<file path="src/rtl/a2d_sequencer_if.sv">
`default_nettype none
// ============================================================================
// Module   : a2d_sequencer_if
// Brief    : Request / SPI handshake / result bundle for the A2D sequencer.
// Revision : 1.0  initial release
// ============================================================================
interface a2d_sequencer_if;
   logic        nxt;
   logic        done;
   logic [15:0] rd_data;
   logic        wrt;
   logic [15:0] cmd;
   logic [11:0] lft_ld;
   logic [11:0] rght_ld;
   logic [11:0] steer_pot;
   logic [11:0] batt;
   logic        rnd_done;
   logic        tmo;

   modport master (
      input  nxt, done, rd_data,
      output wrt, cmd, lft_ld, rght_ld, steer_pot, batt, rnd_done, tmo
   );

   modport slave (
      output nxt, done, rd_data,
      input  wrt, cmd, lft_ld, rght_ld, steer_pot, batt, rnd_done, tmo
   );
endinterface
`default_nettype wire

</file>
<file path="src/rtl/a2d_sequencer.sv">
`default_nettype none
// ============================================================================
// Module   : a2d_sequencer
// Brief    : Round-robin A2D sampler (lft, rght, steer_pot, batt) over SPI.
// Revision : 1.0  initial release
// ============================================================================
module a2d_sequencer #(
   parameter bit FAST_SIM = 1'b0
) (
   input  wire logic        clk,
   input  wire logic        rst,
   a2d_sequencer_if.master  bus
);
   localparam logic [1:0]  c_IDLE = 2'd0;
   localparam logic [1:0]  c_CNV  = 2'd1;
   localparam logic [1:0]  c_GAP  = 2'd2;
   localparam logic [1:0]  c_READ = 2'd3;
   localparam logic [15:0] c_WDOG_LAST = FAST_SIM ? 16'd511 : 16'd65535;

   logic [1:0]  r_state;
   logic [1:0]  w_state_nxt;
   logic [1:0]  r_ptr;
   logic [15:0] r_wdog;
   logic        r_wrt;
   logic [15:0] r_cmd;
   logic [11:0] r_lft_ld, r_rght_ld, r_steer_pot, r_batt;
   logic        r_rnd_done;
   logic        r_tmo;

   logic        w_busy;
   logic        w_expire;
   logic        w_start;
   logic        w_rd_wr;
   logic        w_wrt_nxt;
   logic [15:0] w_cmd_nxt;
   logic [2:0]  w_chnl;
   logic        w_unused_rd;

   assign w_unused_rd = ^bus.rd_data[15:12];
   assign w_busy   = (r_state == c_CNV) || (r_state == c_READ);
   // A done arriving on the expiry edge wins over the watchdog.
   assign w_expire = w_busy && !bus.done && (r_wdog == c_WDOG_LAST);

   always_ff @(posedge clk) begin
      if (rst) r_state <= c_IDLE;
      else     r_state <= w_state_nxt;
   end

   always_comb begin
      w_state_nxt = r_state;
      case (r_state)
         c_IDLE: if (bus.nxt) w_state_nxt = c_CNV;
         c_CNV: begin
            if (bus.done)     w_state_nxt = c_GAP;
            else if (w_expire) w_state_nxt = c_IDLE;
         end
         c_GAP:  w_state_nxt = c_READ;
         c_READ: if (bus.done || w_expire) w_state_nxt = c_IDLE;
         default: w_state_nxt = c_IDLE;
      endcase
   end

   always_comb begin
      w_start   = (r_state == c_IDLE) && bus.nxt;
      w_rd_wr   = (r_state == c_READ) && bus.done;
      w_wrt_nxt = w_start || (r_state == c_GAP);
      case (r_ptr)
         2'd0:    w_chnl = 3'd0;
         2'd1:    w_chnl = 3'd4;
         2'd2:    w_chnl = 3'd5;
         default: w_chnl = 3'd6;
      endcase
      w_cmd_nxt = r_cmd;
      if (w_start)                   w_cmd_nxt = {2'b00, w_chnl, 11'h000};
      else if (r_state == c_GAP)     w_cmd_nxt = 16'h0000;
   end

   always_ff @(posedge clk) begin
      if (rst) begin
         r_ptr       <= 2'd0;
         r_wdog      <= 16'd0;
         r_wrt       <= 1'b0;
         r_cmd       <= 16'h0000;
         r_lft_ld    <= 12'h000;
         r_rght_ld   <= 12'h000;
         r_steer_pot <= 12'h000;
         r_batt      <= 12'h000;
         r_rnd_done  <= 1'b0;
         r_tmo       <= 1'b0;
      end else begin
         r_wrt      <= w_wrt_nxt;
         r_cmd      <= w_cmd_nxt;
         r_rnd_done <= w_rd_wr && (r_ptr == 2'd3);
         if (w_wrt_nxt || !w_busy) r_wdog <= 16'd0;
         else                      r_wdog <= r_wdog + 16'd1;
         if (w_expire) r_tmo <= 1'b1;
         if (w_rd_wr) begin
            r_ptr <= r_ptr + 2'd1;
            case (r_ptr)
               2'd0:    r_lft_ld    <= bus.rd_data[11:0];
               2'd1:    r_rght_ld   <= bus.rd_data[11:0];
               2'd2:    r_steer_pot <= bus.rd_data[11:0];
               default: r_batt      <= bus.rd_data[11:0];
            endcase
         end
      end
   end

   assign bus.wrt       = r_wrt;
   assign bus.cmd       = r_cmd;
   assign bus.lft_ld    = r_lft_ld;
   assign bus.rght_ld   = r_rght_ld;
   assign bus.steer_pot = r_steer_pot;
   assign bus.batt      = r_batt;
   assign bus.rnd_done  = r_rnd_done;
   assign bus.tmo       = r_tmo;
endmodule
`default_nettype wire
</file>
<file path="src/flat_wrapper.sv">
// flat-port wrapper written by rule: the top's interface ports become plain ports
module a2d_sequencer_flat 
#(
   parameter bit FAST_SIM = 1'b0
)
  (clk, rst, bus_nxt, bus_done, bus_rd_data, bus_wrt, bus_cmd, bus_lft_ld, bus_rght_ld, bus_steer_pot, bus_batt, bus_rnd_done, bus_tmo);
  a2d_sequencer_if bus_i ();
  input  wire logic clk;
  input  wire logic rst;
  input wire logic [$bits(bus_i.nxt)-1:0] bus_nxt;
  input wire logic [$bits(bus_i.done)-1:0] bus_done;
  input wire logic [$bits(bus_i.rd_data)-1:0] bus_rd_data;
  output wire logic [$bits(bus_i.wrt)-1:0] bus_wrt;
  output wire logic [$bits(bus_i.cmd)-1:0] bus_cmd;
  output wire logic [$bits(bus_i.lft_ld)-1:0] bus_lft_ld;
  output wire logic [$bits(bus_i.rght_ld)-1:0] bus_rght_ld;
  output wire logic [$bits(bus_i.steer_pot)-1:0] bus_steer_pot;
  output wire logic [$bits(bus_i.batt)-1:0] bus_batt;
  output wire logic [$bits(bus_i.rnd_done)-1:0] bus_rnd_done;
  output wire logic [$bits(bus_i.tmo)-1:0] bus_tmo;
  assign bus_i.nxt = bus_nxt;
  assign bus_i.done = bus_done;
  assign bus_i.rd_data = bus_rd_data;
  assign bus_wrt = bus_i.wrt;
  assign bus_cmd = bus_i.cmd;
  assign bus_lft_ld = bus_i.lft_ld;
  assign bus_rght_ld = bus_i.rght_ld;
  assign bus_steer_pot = bus_i.steer_pot;
  assign bus_batt = bus_i.batt;
  assign bus_rnd_done = bus_i.rnd_done;
  assign bus_tmo = bus_i.tmo;
  a2d_sequencer #(.FAST_SIM(FAST_SIM)) u_core (.clk(clk), .rst(rst), .bus(bus_i));
endmodule
</file>
<file path="config.mk">
export PLATFORM = sky130hd
export DESIGN_NAME = a2d_sequencer_flat
export DESIGN_NICKNAME = d
export VERILOG_FILES = /design/src/rtl/a2d_sequencer_if.sv /design/src/rtl/a2d_sequencer.sv /design/src/flat_wrapper.sv
export SDC_FILE = /design/constraint.sdc
export NUM_CORES = 1
export LEC_CHECK = 0
export ABC_AREA = 1
export BUFFER_PORTS_ARGS = -buffer_cell sky130_fd_sc_hd__clkbuf_2
export CORE_UTILIZATION = 25
export DETAILED_ROUTE_END_ITERATION = 6
export SETUP_SLACK_MARGIN = 0.4
export SLEW_MARGIN = 40
export SYNTH_ARGS = -nofsm -noshare
export SYNTH_HDL_FRONTEND = slang
export SYNTH_SLANG_ARGS = --single-unit
</file>
<file path="constraint.sdc">
create_clock -name clk -period 1.5 [get_ports clk]
set_input_delay 0.3 -clock clk [delete_from_list [all_inputs] [get_ports clk]]
set_output_delay 0.3 -clock clk [all_outputs]
set_load 0.02 [all_outputs]
</file>
Yosys cells after proc, flatten, opt, wreduce, memory -nomap -nowiden --
Cells that the tools add are included.
Word-level totals: bits in registers 74, input bits 20, logic and storage cells 53
Operators by class: add/subtract/negate cells 2, reductions and logical operators 21, equal/unequal tests 10, bitwise operators 1, muxes and demuxes 8
Operators with widths (number):
- 14-bit 2-to-1 mux | 2
- 16-bit by 1-bit adder with 16-bit output, second input constant | 1
- 16-bit equality test, second input constant | 1
- 3-bit one-hot mux with 3 select lines | 1
- 2-bit equality test, second input constant | 4
- 2-bit 2-to-1 mux | 4
- 2-bit one-hot mux with 4 select lines | 1
- 2-bit AND reduction | 4
- 1-bit logical AND | 5
- 2-bit by 1-bit equality test with 1-bit output, second input constant | 2
- 2-bit zero test | 2
- 1-bit logical OR | 4
- 3-bit by 2-bit != test with 1-bit output, second input constant | 1
- 3-bit AND reduction | 1
- 3-bit OR reduction | 1
- 2-bit by 1-bit adder with 2-bit output, second input constant | 1
- 1-bit zero test | 2
- 2-bit by 1-bit != test with 1-bit output, second input constant | 1
- 2-bit != test, second input constant | 1
- 2-bit nonzero test | 1
- 2-bit OR reduction | 1
- 1-bit NOT | 1

Depth between registers and ports, before layout --
word-level depth 7, gate-level depth with buffers 9

Worst setup path after synthesis --
No wires, ideal clock.
path type reg-to-reg, start point register u_core.r_wdog[0], end point register u_core.r_wdog[12], data required time 1.383 ns, setup time 0.117 ns, data arrival time 1.117 ns, stages on the path, launching flop included 9, path slack 0.266 ns, path through dfxtp_1 > ha_1 > nand2_1 > inv_1 > nand3_2 > nor2_1 > nand3_1 > nand2_1 > nor2_1
Between the ends: cells in the longest elaborated chain, start to end 1
RTL lines:
- start: declaration | line a2d_sequencer.sv:23 | logic [15:0] r_wdog;
- start signal: assignment | line a2d_sequencer.sv:95 | else r_wdog <= r_wdog + 16'd1;
- 16-bit by 1-bit adder with 16-bit output | line a2d_sequencer.sv:95
Every way passes these cells. A chain may end at the register's enable or synchronous reset.

==> impl_metrics.tcl <==
set metrics [dict create \
    run_status "finished clean" \
    hold_viol_final 0 \
    fin_crit_ns 1.24 \
    wl_um 9930 \
    place_hpwl_um 5500 \
    hold_depth 3 \
    io_pins 87 \
    powerDensity_nw_per_um2 852 \
    critPathRequiredTime_ns 1.71 \
    initial_core_util 0.256 \
    ff2ff_path_depth 6 \
    crit_type "reg -> reg" \
    antenna_found_initial 0 \
    fmax_ghz 0.808 \
    core_area_um2 12000 \
    ant_nets 0 \
    worstHoldStart "bus_nxt" \
    power.total_mw 4.75 \
    syn2layout_area_growth_pct 81.4 \
    critical_path.startpoint_type "flop" \
    grt_pass1_vias 2807 \
    cts_sinks 74 \
    critPathArrivalTime_ns 1.45 \
    cts_max_path_buffers 2 \
    fin_setup_tns_ns 0 \
    drt_iter0_markers 178 \
    finClkSkew_ns 0.00655 \
    yosysTopAreaCellShare 0.482 \
    dpl_cell_area_um2 3500 \
    multi_input_area_um2 1840 \
    ys_types 28 \
    avgSynthCellArea_um2 7.67 \
    hp-class "in -> reg" \
    postSynthCellCount 401 \
    crit_path_end_kind "flop" \
    ctsHoldBuffers 0 \
    drive_gt1_frac 0.610 \
    reg2reg_to "u_core.bus.lft_ld[11]" \
    power.ir.vdd_worst_mv 0.461 \
    drc 0 \
    ys_seq_area_frac 0.482 \
    drv_slew 0 \
    grt_use_total 0.141 \
    root_buffer "clkbuf_16" \
    vias_per_cell 4.52 \
    clk-insertion-delay-late_ns 0.33 \
    die_h_um 113 \
    p_leak_nw 2.29 \
    grt_max_degree 45 \
    dr_total_vias 3040 \
    routed-wl-met3_um 359 \
    port_buffers 69 \
    routed.top_layer "met4" \
    crit_path_max_fanout 7 \
    whs_endpoint "u_core.r_state[0]" \
    wire_per_inst_um 14.8 \
    clk_pin_slew_worst_paths_ns 0.06 \
    place.gp.congestion 0.831 \
    ys_seq_elements 74 \
    rows 40 \
    synth.area.top_cells "dfxtp_1, nor2_1, o21ai_0, nand2_1, inv_1" \
    syn_area_um2 3070 \
    maxCapViolCount 0 \
    cts_buffers 9 \
    post-synth-top-area-cell "dfxtp_1" \
    ff_latch_area_um2 1600 \
    ys_warn_count 0 \
    diodes 0 \
    gr-total-overflow 0 \
    grt_pass1_wl_um 14000 \
    setup_viol 0 \
    fin_crit_sh 0.825 \
    nFillCells 1028 \
    htreeDepth 3 \
    nNetsFinal 548 \
    rrSetupSlack_ns 0.26 \
    die_x_um 113 \
    drt-met1-wl_um 4160 \
    tritoncts "built" \
    design_area_um2 5580 \
    drt_pass1_iterations 4 \
    wl_met2_um 5010 \
    dieArea_um2 12700 \
    rsz0062_at_grt "yes" \
]
## cells in the mapped netlist
cell,count
ha_1,7
nor2_8,1
buf_6,8
conb_1,1
clkinv_2,1
o21ai_1,17
nand3_1,7
o21a_1,1
inv_1,32
nor2_2,2
nor3_1,3
nor3b_1,1
nor2_1,120
nand2_1,35
xor2_1,1
inv_2,3
dfxtp_1,74
xnor2_1,1
a21oi_1,17
o21ai_0,41
nand2_2,1
nand4_1,1
clkbuf_1,4
nand2_4,4
buf_4,13
nand3_2,1
buf_2,3
o31ai_1,1
## critical path: stages, from the launching register on
cell and delay, ns:
dfxtp_4 0.37, nand2_4 0.07, nor2_8 0.11, buf_12 0.18
nand2_8 0.12, o21ai_2 0.17, nor2_1 0.08
## layer usage
layer,up-vias,GRT usage
met5,-,0
met4,0,0.0886
met3,30,0.0327
met2,75,0.232
met1,1448,0.167
li1,1487,-
## how the worst max path moves through the flow
stage,end,slack (ns),cells after the start
final,u_core.bus.lft_ld[11],0.26,6
after global routing,u_core.bus.lft_ld[11],0.20,7
after detailed placement,u_core.bus.batt[0],0.1,7
after global placement,u_core.bus.batt[1],0.13,7
after CTS,u_core.r_wdog[12],0.31,9
after floorplan,u_core.r_wdog[12],0.38,8
## layout make-up
class | instances | share of cell area
sequential | 74 | 0.287
timing repair inverter | 4 | 0.0103
clock buffer | 10 | 0.0449
inverter | 36 | 0.0348
multi-input combinational | 278 | 0.330
tap | 147 | 0.0330
timing repair buffer | 118 | 0.245
clock inverter | 5 | 0.0153
## power breakdown
group | total (mW) | internal (mW) | leakage [nW] | switching, mW
sequential | 1.99 | 1.96 | 0.635 | 0.0216
clock | 2.42 | 1.56 | 0.160 | 0.860
combinational | 0.346 | 0.131 | 1.50 | 0.214
total | 4.75 | 3.65 | 2.29 | 1.10
## through the flow
| step | utilization | hold WS (ns) | instances | setup WS, ns |
|---|---|---|---|---|
| 6_report | 0.464 | 0.283 | 672 | 0.262 |
| 5_1_grt | 0.464 | 0.301 | 672 | 0.197 |
| 4_1_cts | 0.404 | 0.254 | 647 | 0.315 |
| 3_5_place_dp | 0.291 | 0.444 | 603 | 0.0998 |
| 3_3_place_gp | 0.291 | 0.442 | 603 | 0.131 |
| 2_1_floorplan | - | 0.432 | 413 | 0.380 |
## registers in the layout (all words and copies together), names as in the netlist, named ones only
| signal | flops |
|---|---|
| u_core.bus.batt | 12 |
| u_core.bus.cmd | 3 |
| u_core.bus.lft_ld | 12 |
| u_core.bus.rght_ld | 12 |
| u_core.bus.rnd_done | 1 |
| u_core.bus.steer_pot | 12 |
| u_core.bus.tmo | 1 |
| u_core.bus.wrt | 1 |
| u_core.r_ptr | 2 |
| u_core.r_state | 1 |
| u_core.r_wdog | 16 |
## cells in the final DEF, fill, tap and decap left out, types with 2 or more instances in the layout
cell type	instances
inv_1	26
clkinv_8	7
inv_4	2
o21ai_1	19
nand2_2	3
dfxtp_2	51
o21ai_2	33
clkbuf_2	15
o21ai_0	5
bufinv_16	2
nand2_4	4
dfxtp_1	8
buf_4	37
buf_12	6
ha_4	5
a21oi_1	15
buf_8	53
nand3_2	2
clkbuf_16	11
nand2_1	31
nand3_1	5
clkinvlp_4	2
nor2_1	74
ha_1	2
nor3_1	3
nand2_8	5
inv_2	3
conb_1	13
nor2_2	26
a21oi_2	2
dfxtp_4	15
buf_6	5
inv_6	2
nor2_4	22
## kinds of logic (layout without fill, tap and decap cells)
| group | Yosys count | after routing | synth area share |
|---|---|---|---|
| compound gates | 77 | 77 | 0.127 |
| xor+xnor | 2 | 2 | 0.00570 |
| fa+ha+maj | 7 | 7 | 0.0285 |
| buf+inv | 64 | 173 | 0.115 |
| flops | 74 | 74 | 0.482 |
| other cells | 1 | 13 | 0.00122 |
| simple gates | 176 | 179 | 0.241 |
## what timing repair did
item / CTS / global route
pin swaps: 39 / 22
gates cloned: 6 / 2
gates resized for setup: 233 / 175
setup buffers: 23 / 23
setup endpoints to repair: 114 / 123
(Power assumes the default switching activity.)
